**config.mk**
```make
export PLATFORM = sky130hd
export DESIGN_NAME = data_mem_bridge
export DESIGN_NICKNAME = d
export VERILOG_FILES = /design/src/rtl/data_mem_pkg.sv /design/src/rtl/bus_req_fifo.sv /design/src/rtl/data_mem_bridge.sv
export SDC_FILE = /design/constraint.sdc
export NUM_CORES = 1
export LEC_CHECK = 0
export CAP_MARGIN = 10
export CORE_UTILIZATION = 57
export CTS_BUF_LIST = sky130_fd_sc_hd__clkbuf_4
export DETAILED_ROUTE_END_ITERATION = 10
export PLACE_DENSITY = 0.88
export SLEW_MARGIN = 25
export SYNTH_ARGS = -nofsm -noshare
export SYNTH_HDL_FRONTEND = slang
export SYNTH_HIERARCHICAL = 1
export SYNTH_SLANG_ARGS = --single-unit
```
**constraint.sdc**
```tcl
create_clock -name Clk -period 6.5 [get_ports Clk]
set_input_delay 1.3 -clock Clk [delete_from_list [all_inputs] [get_ports Clk]]
set_output_delay 1.3 -clock Clk [all_outputs]
set_load 0.01 [all_outputs]
```
**src/rtl/data_mem_pkg.sv**
```systemverilog
// Shared types and defaults for the data-SRAM bridge: FSM states, request record, widths.
package data_mem_pkg;

    localparam int DATA_W_DEF = 8;
    localparam int ADDR_W_DEF = 8;
    localparam int WAIT_CNT_W = 3;

    typedef enum logic {
        IDLE   = 1'b0,
        ACCESS = 1'b1
    } state_t;

    // Request record at default widths; the top packs the same fields at its own widths.
    typedef struct packed {
        logic                  we;
        logic [ADDR_W_DEF-1:0] addr;
        logic [DATA_W_DEF-1:0] data;
    } req_t;

endpackage

```
**src/rtl/bus_req_fifo.sv**
```systemverilog
// In-order request queue: synchronous push/pop (same edge allowed), full/empty flags.
module bus_req_fifo #(
    parameter int W     = 17,
    parameter int DEPTH = 2
) (
    input  logic         clk,
    input  logic         rst_n,
    input  logic         push,
    input  logic [W-1:0] wdata,
    input  logic         pop,
    output logic [W-1:0] rdata,
    output logic         full,
    output logic         empty
);

    localparam int PTR_W = $clog2(DEPTH);
    localparam logic [PTR_W:0] FULL_CNT = (PTR_W + 1)'(DEPTH);

    logic [W-1:0]     store [DEPTH];
    logic [PTR_W-1:0] wr_ptr;
    logic [PTR_W-1:0] rd_ptr;
    logic [PTR_W:0]   count;

    // DEPTH is a power of two, so pointers wrap naturally.
    always_ff @(posedge clk or negedge rst_n) begin
        if (!rst_n) begin
            wr_ptr <= '0;
            rd_ptr <= '0;
            count  <= '0;
        end else begin
            if (push) wr_ptr <= wr_ptr + 1'b1;
            if (pop)  rd_ptr <= rd_ptr + 1'b1;
            case ({push, pop})
                2'b10:   count <= count + 1'b1;
                2'b01:   count <= count - 1'b1;
                default: count <= count;
            endcase
        end
    end

    always_ff @(posedge clk) begin
        if (push) store[wr_ptr] <= wdata;
    end

    assign rdata = store[rd_ptr];
    assign full  = (count == FULL_CNT);
    assign empty = (count == '0);

endmodule

```
**src/rtl/data_mem_bridge.sv**
```systemverilog
// Bridges registered bus-control requests onto the synchronous data SRAM with wait states.
module data_mem_bridge
    import data_mem_pkg::*;
#(
    parameter int DATA_W      = DATA_W_DEF,
    parameter int ADDR_W      = ADDR_W_DEF,
    parameter int WAIT_STATES = 1,
    parameter int FIFO_DEPTH  = 2
) (
    input  logic              Clk,
    input  logic              Rst_n,
    input  logic              i_Req,
    input  logic              i_Lectura_Escritura,
    input  logic [ADDR_W-1:0] i_Direccion,
    input  logic [DATA_W-1:0] i_Dato,
    output logic              o_Listo,
    output logic [DATA_W-1:0] o_Dato_Leido,
    output logic              o_Dato_Valido,
    output logic              o_Mem_En,
    output logic              o_Mem_We,
    output logic [ADDR_W-1:0] o_Mem_Addr,
    output logic [DATA_W-1:0] o_Mem_WData,
    input  logic [DATA_W-1:0] i_Mem_RData
);

    localparam int REQ_W = 1 + ADDR_W + DATA_W;
    localparam logic [WAIT_CNT_W-1:0] WAIT_LAST = WAIT_CNT_W'(WAIT_STATES);

    state_t                state, state_n;
    logic [WAIT_CNT_W-1:0] wait_cnt, wait_cnt_n;
    logic                  mem_en_n, mem_we_n;
    logic [ADDR_W-1:0]     mem_addr_n;
    logic [DATA_W-1:0]     mem_wdata_n;
    logic [DATA_W-1:0]     dato_leido_n;
    logic                  dato_valido_n;
    logic                  read_pending, read_pending_n;
    logic                  out_of_reset;

    logic                  accept, pop;
    logic                  fifo_full, fifo_empty;
    logic [REQ_W-1:0]      head;

    // o_Listo is held low while in reset and rises from the first edge after release.
    assign o_Listo = out_of_reset && !fifo_full && !read_pending;
    assign accept  = i_Req && o_Listo;

    bus_req_fifo #(
        .W     (REQ_W),
        .DEPTH (FIFO_DEPTH)
    ) u_fifo (
        .clk   (Clk),
        .rst_n (Rst_n),
        .push  (accept),
        .wdata ({i_Lectura_Escritura, i_Direccion, i_Dato}),
        .pop   (pop),
        .rdata (head),
        .full  (fifo_full),
        .empty (fifo_empty)
    );

    always_ff @(posedge Clk or negedge Rst_n) begin
        if (!Rst_n) begin
            state         <= IDLE;
            wait_cnt      <= '0;
            o_Mem_En      <= 1'b0;
            o_Mem_We      <= 1'b0;
            o_Mem_Addr    <= '0;
            o_Mem_WData   <= '0;
            o_Dato_Leido  <= '0;
            o_Dato_Valido <= 1'b0;
            read_pending  <= 1'b0;
            out_of_reset  <= 1'b0;
        end else begin
            state         <= state_n;
            wait_cnt      <= wait_cnt_n;
            o_Mem_En      <= mem_en_n;
            o_Mem_We      <= mem_we_n;
            o_Mem_Addr    <= mem_addr_n;
            o_Mem_WData   <= mem_wdata_n;
            o_Dato_Leido  <= dato_leido_n;
            o_Dato_Valido <= dato_valido_n;
            read_pending  <= read_pending_n;
            out_of_reset  <= 1'b1;
        end
    end

    always_comb begin
        state_n        = state;
        wait_cnt_n     = wait_cnt;
        mem_en_n       = o_Mem_En;
        mem_we_n       = o_Mem_We;
        mem_addr_n     = o_Mem_Addr;
        mem_wdata_n    = o_Mem_WData;
        dato_leido_n   = o_Dato_Leido;
        dato_valido_n  = 1'b0;
        read_pending_n = read_pending;
        pop            = 1'b0;

        if (accept && !i_Lectura_Escritura) read_pending_n = 1'b1;

        case (state)
            IDLE: begin
                if (!fifo_empty) pop = 1'b1;
            end
            ACCESS: begin
                if (wait_cnt == WAIT_LAST) begin
                    if (!o_Mem_We) begin
                        dato_leido_n   = i_Mem_RData;
                        dato_valido_n  = 1'b1;
                        read_pending_n = 1'b0;
                    end
                    if (!fifo_empty) begin
                        pop = 1'b1;
                    end else begin
                        state_n     = IDLE;
                        mem_en_n    = 1'b0;
                        mem_we_n    = 1'b0;
                        mem_addr_n  = '0;
                        mem_wdata_n = '0;
                    end
                end else begin
                    wait_cnt_n = wait_cnt + 1'b1;
                end
            end
            default: state_n = IDLE;
        endcase

        // Popping always starts a fresh access, back-to-back when already in ACCESS.
        if (pop) begin
            state_n     = ACCESS;
            wait_cnt_n  = '0;
            mem_en_n    = 1'b1;
            mem_we_n    = head[REQ_W-1];
            mem_addr_n  = head[DATA_W +: ADDR_W];
            mem_wdata_n = head[DATA_W-1:0];
        end
    end

endmodule

```
# After elaboration in Yosys (flattened, before gate mapping)
# Memory sizes are Yosys's and may differ from the RTL's.
# Cells that the tools add are included.
op_classes:
  n_mux: 29
  add_sub_neg: 5
  bitwise_logic: 2
  n_eq_ne: 5
  reduce_logical: 15
op_table:
  columns: ["operator", "count"]
  rows:
  - ["$mux W8", 5]
  - ["$mux W1", 19]
  - ["$mux W3", 3]
  - ["$reduce_bool A2 Y1", 4]
  - ["$reduce_and A3 Y1", 2]
  - ["$eq A2 B2 Y1 const B", 2]
  - ["$logic_and A1 B1 Y1", 4]
  - ["$pmux W2 S2", 1]
  - ["$add A3 B1 Y3 const B", 1]
  - ["$eq A3 B1 Y1 const B", 1]
  - ["$logic_not A1 Y1", 3]
  - ["$add A1 B1 Y1 const B", 2]
  - ["$add A2 B1 Y2 const B", 1]
  - ["$eq A2 B1 Y1 const B", 1]
  - ["$logic_not A2 Y1", 1]
  - ["$ne A2 B1 Y1 const B", 1]
  - ["$not A1 Y1", 2]
  - ["$pmux W1 S2", 1]
  - ["$reduce_and A2 Y1", 1]
  - ["$sub A2 B1 Y2 const B", 1]
word_totals:
  memories: 1
  regBits: 37
  wordCells: 70
  ramBits: 34
  out_inout_bits: 28
  input_bits: 28
memory_table:
  columns: ["memory", "depth", "width", "rd", "rd_ports_with_merged_regs", "wr", "line_no", "rtl"]
  rows:
  - ["u_fifo.store", 2, 17, 1, 0, 1, "bus_req_fifo.sv:19", "logic [W-1:0] store [DEPTH];"]

# Longest topological paths before layout
depth:
  ltp_word: 10
  mapped_depth: 9
  depth_no_buf: 8

# Cells and area by module
# Netlist, hierarchy kept.
modules_own_cells:
  columns: ["module", "cells_each", "instances", "seq_area_each_um2", "area_per_inst_um2"]
  rows:
  - ["bus_req_fifo", 69, 1, 1121.1, 1461.4]
  - ["data_mem_bridge", 88, 1, 825.8, 1312.5]

# Worst setup path after synthesis
# OpenSTA, ideal clock, no wires.
synth_path:
  kind: "input -> register"
  from: "input i_Req"
  to: "memory u_fifo.store[0][0] (enable)"
  t_arrival_ns: 2.247
  required_ns: 6.109
  setup_slack_ns: 3.863
  cell_stages: 3
  setup_ns: 0.391
  n_path_buf: 0
  path_cell_list: "and2_1 inv_1 nor2_1"
synth_via:
  elab_chain_cells: 3
synth_lines:
  columns: ["item", "line_no", "rtl"]
  rows:
  - ["start: declaration", "data_mem_bridge.sv:12", "input logic i_Req,"]
  - ["$logic_and A1 B1 Y1", "data_mem_bridge.sv:45", "assign accept = i_Req && o_Listo;"]
  - ["$mux W1", "bus_req_fifo.sv:42", "if (push) store[wr_ptr] <= wdata;"]
  - ["$mux W1 (not written as such)", "bus_req_fifo.sv:42", null]
  - ["end: declaration", "bus_req_fifo.sv:19", null]
# Every way passes these cells.

# Final worst setup path
layout_path:
  from: "register u_fifo.count[1]"
  to: "output o_Listo"
layout_via:
  elab_chain_cells: 4
layout_lines:
  columns: ["item", "line_no", "rtl"]
  rows:
  - ["start: declaration", "bus_req_fifo.sv:22", "logic [PTR_W:0] count;"]
  - ["start signal: assignment", "bus_req_fifo.sv:34", "2'b10: count <= count + 1'b1;"]
  - ["start signal: assignment", "bus_req_fifo.sv:35", "2'b01: count <= count - 1'b1;"]
  - ["start signal: assignment", "bus_req_fifo.sv:36", "default: count <= count;"]
  - ["$eq A2 B2 Y1", "bus_req_fifo.sv:46", "assign full = (count == FULL_CNT);"]
  - ["named net fifo_full", "data_mem_bridge.sv:40", "logic fifo_full, fifo_empty;"]
  - ["$logic_not A1 Y1", "data_mem_bridge.sv:44", "assign o_Listo = out_of_reset && !fifo_full && !read_pending;"]
  - ["$logic_and A1 B1 Y1 (2 in series)", "data_mem_bridge.sv:44", null]
  - ["end: declaration", "data_mem_bridge.sv:16", "output logic o_Listo,"]
# The timed path passes the listed nets, and every way through them passes these cells.

==> results_dict.tcl <==
set metrics [dict create \
    outcome "completed" \
    synth_top_family_by_area "multiplexers" \
    total_power_w 0.00168 \
    path_max_fanout 3 \
    area_growth_pct 25.9 \
    wirelength_um 5130 \
    postCtsSetupRepairBufs 0 \
    floorplan.initialDensity 0.591 \
    synth_cells 157 \
    cts_tree "yes" \
    vias 1576 \
    io_buffers 55 \
    setup_viol 0 \
    holdBufCountCts 0 \
    rows 25 \
    die_area_um2 5150 \
    setup_tns_ns 0 \
    final_common_cell "clkdlybuf4s50_1" \
    place_hpwl_um 3430 \
    cts_made_buffers 9 \
    r2r_cells 7 \
    netlist_area_um2 2770 \
    synthXorXnorAreaFrac 0.0158 \
    synthAdderAreaFrac 0.0135 \
    grt.total_usage 0.229 \
    worstPathRequired_ns 5.20 \
    clock.fmax_mhz 317 \
    critPathLaunchType "flip-flop" \
    synthSimpleGateAreaFrac 0.0356 \
    min_path_cells 1 \
    path_class "flip-flop to output pin" \
    mostFrequentLayoutCells "54 x clkdlybuf4s50_1, 37 x dfrtp_1, 34 x edfxtp_1" \
    pwr_density_cell_nw_per_um2 481 \
    h-tree-depth 3 \
    antenna_left 0 \
    path_clk_slew_ns 0.11 \
    critPathCaptureType "output pin" \
    fin_cells 278 \
    final_nets 250 \
    drtIter0Drc 74 \
    grt_pass1_vias 1653 \
    synth_compound_area_frac 0.0708 \
    hold_viol_final 0 \
    wire_per_inst_um 18.4 \
    fin_ws_ns 3.35 \
    grt_pass1_wl_um 8380 \
    dp_cells 262 \
    synth.area.mux_share 0.132 \
    p_leak_nw 1.42 \
    hp-class "flip-flop to flip-flop" \
    drv_cap 0 \
    max-vdd-ir-drop_v 0.000235 \
    maxSlewHeadroom 0.398 \
    vias_per_cell 5.67 \
    firstDrtPassIters 4 \
    layout_min_cycle_time_ns 3.15 \
    antenna_found_initial 0 \
    slowest_stage "clkdlybuf4s50_1" \
    grt_max_degree 38 \
    die_w_um 71.8 \
    ys.warnings.count 6 \
    antennaDiodeCount 0 \
    crit_chain "nor2b_1, nor3b_1, clkdlybuf4s50_1" \
    clock_path_buffers 2 \
    die_y_um 71.8 \
    slew_viol_final 0 \
    core_area_um2 4690 \
    layout-drive-gt1-share 0.205 \
    cts_resized 0 \
    rsz0062_at_grt "false" \
    cts_sinks 71 \
    synth_cell_types 29 \
    synthesis.nets 188 \
    period_share 0.485 \
    dpl_worst_slack_ns 3.52 \
    worstMarginPinSlew_ns 0.903 \
    worstPathArrival_ns 1.85 \
    skew_ns 0.0102 \
    grt-ovfl-total 0 \
    ys_ff_latch 71 \
    seq_area_frac_synth 0.702 \
    postSynthAreaPerCell_um2 17.7 \
    clk_latency_ns 0.40 \
    utilization 0.744 \
    drc 0 \
    gp_congestion 0.700 \
    cpPeakStageDelay_ns 0.59 \
    io_pins 56 \
    cts-root-buf "clkbuf_4" \
]
-- report_power, final --
group / leakage (nW) / internal (W) / switching, W
logic: 0.581 / 0.000384 / 0.000267
registers: 0.758 / 0.000611 / 0.000107
clock network: 0.0844 / 0.000160 / 0.000150
-- synth_stat cells --
cell type / number / area (µm²)
a21oi_1: 1 / 5.00
a21oi_2: 1 / 8.76
a22o_1: 17 / 149
a2bb2oi_1: 1 / 8.76
a32o_1: 1 / 10.0
and2_1: 2 / 12.5
buf_12: 1 / 20.0
buf_2: 1 / 5.00
buf_6: 4 / 45.0
conb_1: 1 / 3.75
dfrtp_1: 37 / 926
edfxtp_1: 34 / 1020
ha_1: 3 / 37.5
inv_1: 2 / 7.51
inv_2: 1 / 3.75
mux2_2: 8 / 90.1
mux2_4: 17 / 255
mux2i_1: 2 / 20.0
nand2_1: 4 / 15.0
nand2b_1: 1 / 6.26
nor2_1: 7 / 26.3
nor2b_1: 1 / 6.26
nor3b_1: 1 / 7.51
nor4b_2: 1 / 15.0
nor4bb_1: 1 / 10.0
o21ai_0: 1 / 5.00
o21ba_1: 1 / 10.0
xnor2_1: 2 / 17.5
xor2_1: 3 / 26.3
-- critical path: cells and delay by family, from the launching register on --
kind / cells / cell delay [ns]
flip-flops: 1 / 0.43
buffers and inverters: 1 / 0.59
AND/OR/NAND/NOR: 2 / 0.43
-- per-layer routing --
layer	share of wire	vias to the layer above	track usage
met2	0.56	51	0.387
li1	-	709	-
met4	0.015	0	0.0959
met1	0.38	806	0.273
met5	0	-	0
met3	0.048	10	0.0717
-- logic make-up (layout without fill, tap and decap cells) --
family,count (synthesis),count (layout)
mux,27,27
simple gates,18,18
compound gates,23,23
xor+xnor,5,5
fa+ha+maj,3,3
other cells,1,1
flops,71,71
buf+inv,9,76
-- per-stage QoR --
stage / cell area [µm²] / hold WS, ns
2_1_floorplan: 2770 / 0.456
5_1_grt: 3490 / 0.524
4_1_cts: 3490 / 0.514
6_report: 3490 / 0.505
3_3_place_gp: 3330 / 0.472
3_5_place_dp: 3330 / 0.484
-- cell type report --
type,count,area [µm²]
flip-flops and latches,71,1950
multi-input cells,77,746
inverters,3,11.3
clock inverters,6,85.1
well taps,54,67.6
repair buffers,57,561
fillers,285,1200
clock buffers,10,75.1
-- final timing paths --
kind	from	end	slack [ns]
max	u_fifo/count[1]	o_Listo	3.35
min	o_Mem_Addr[1]	o_Mem_Addr[1]	0.50
max reg2reg	wait_cnt[1]	u_fifo/count[1]	4.19
min reg2reg	o_Mem_Addr[1]	o_Mem_Addr[1]	0.50
max in group asynchronous	Rst_n	o_Mem_Addr[0]	4.99
min in group asynchronous	Rst_n	o_Dato_Leido[2]	0.99
-- registers in the layout, indices dropped and copies added, names as in the netlist --
name / count
wait_cnt: 3
state: 1
o_Mem_En: 1
u_fifo/wr_ptr: 1
u_fifo/store: 34
u_fifo/count: 2
o_Mem_Addr: 8
u_fifo/rd_ptr: 1
o_Mem_WData: 8
read_pending: 1
o_Mem_We: 1
o_Dato_Valido: 1
o_Dato_Leido: 8
out_of_reset: 1
Note: power is estimated with default switching activity, not from simulation.
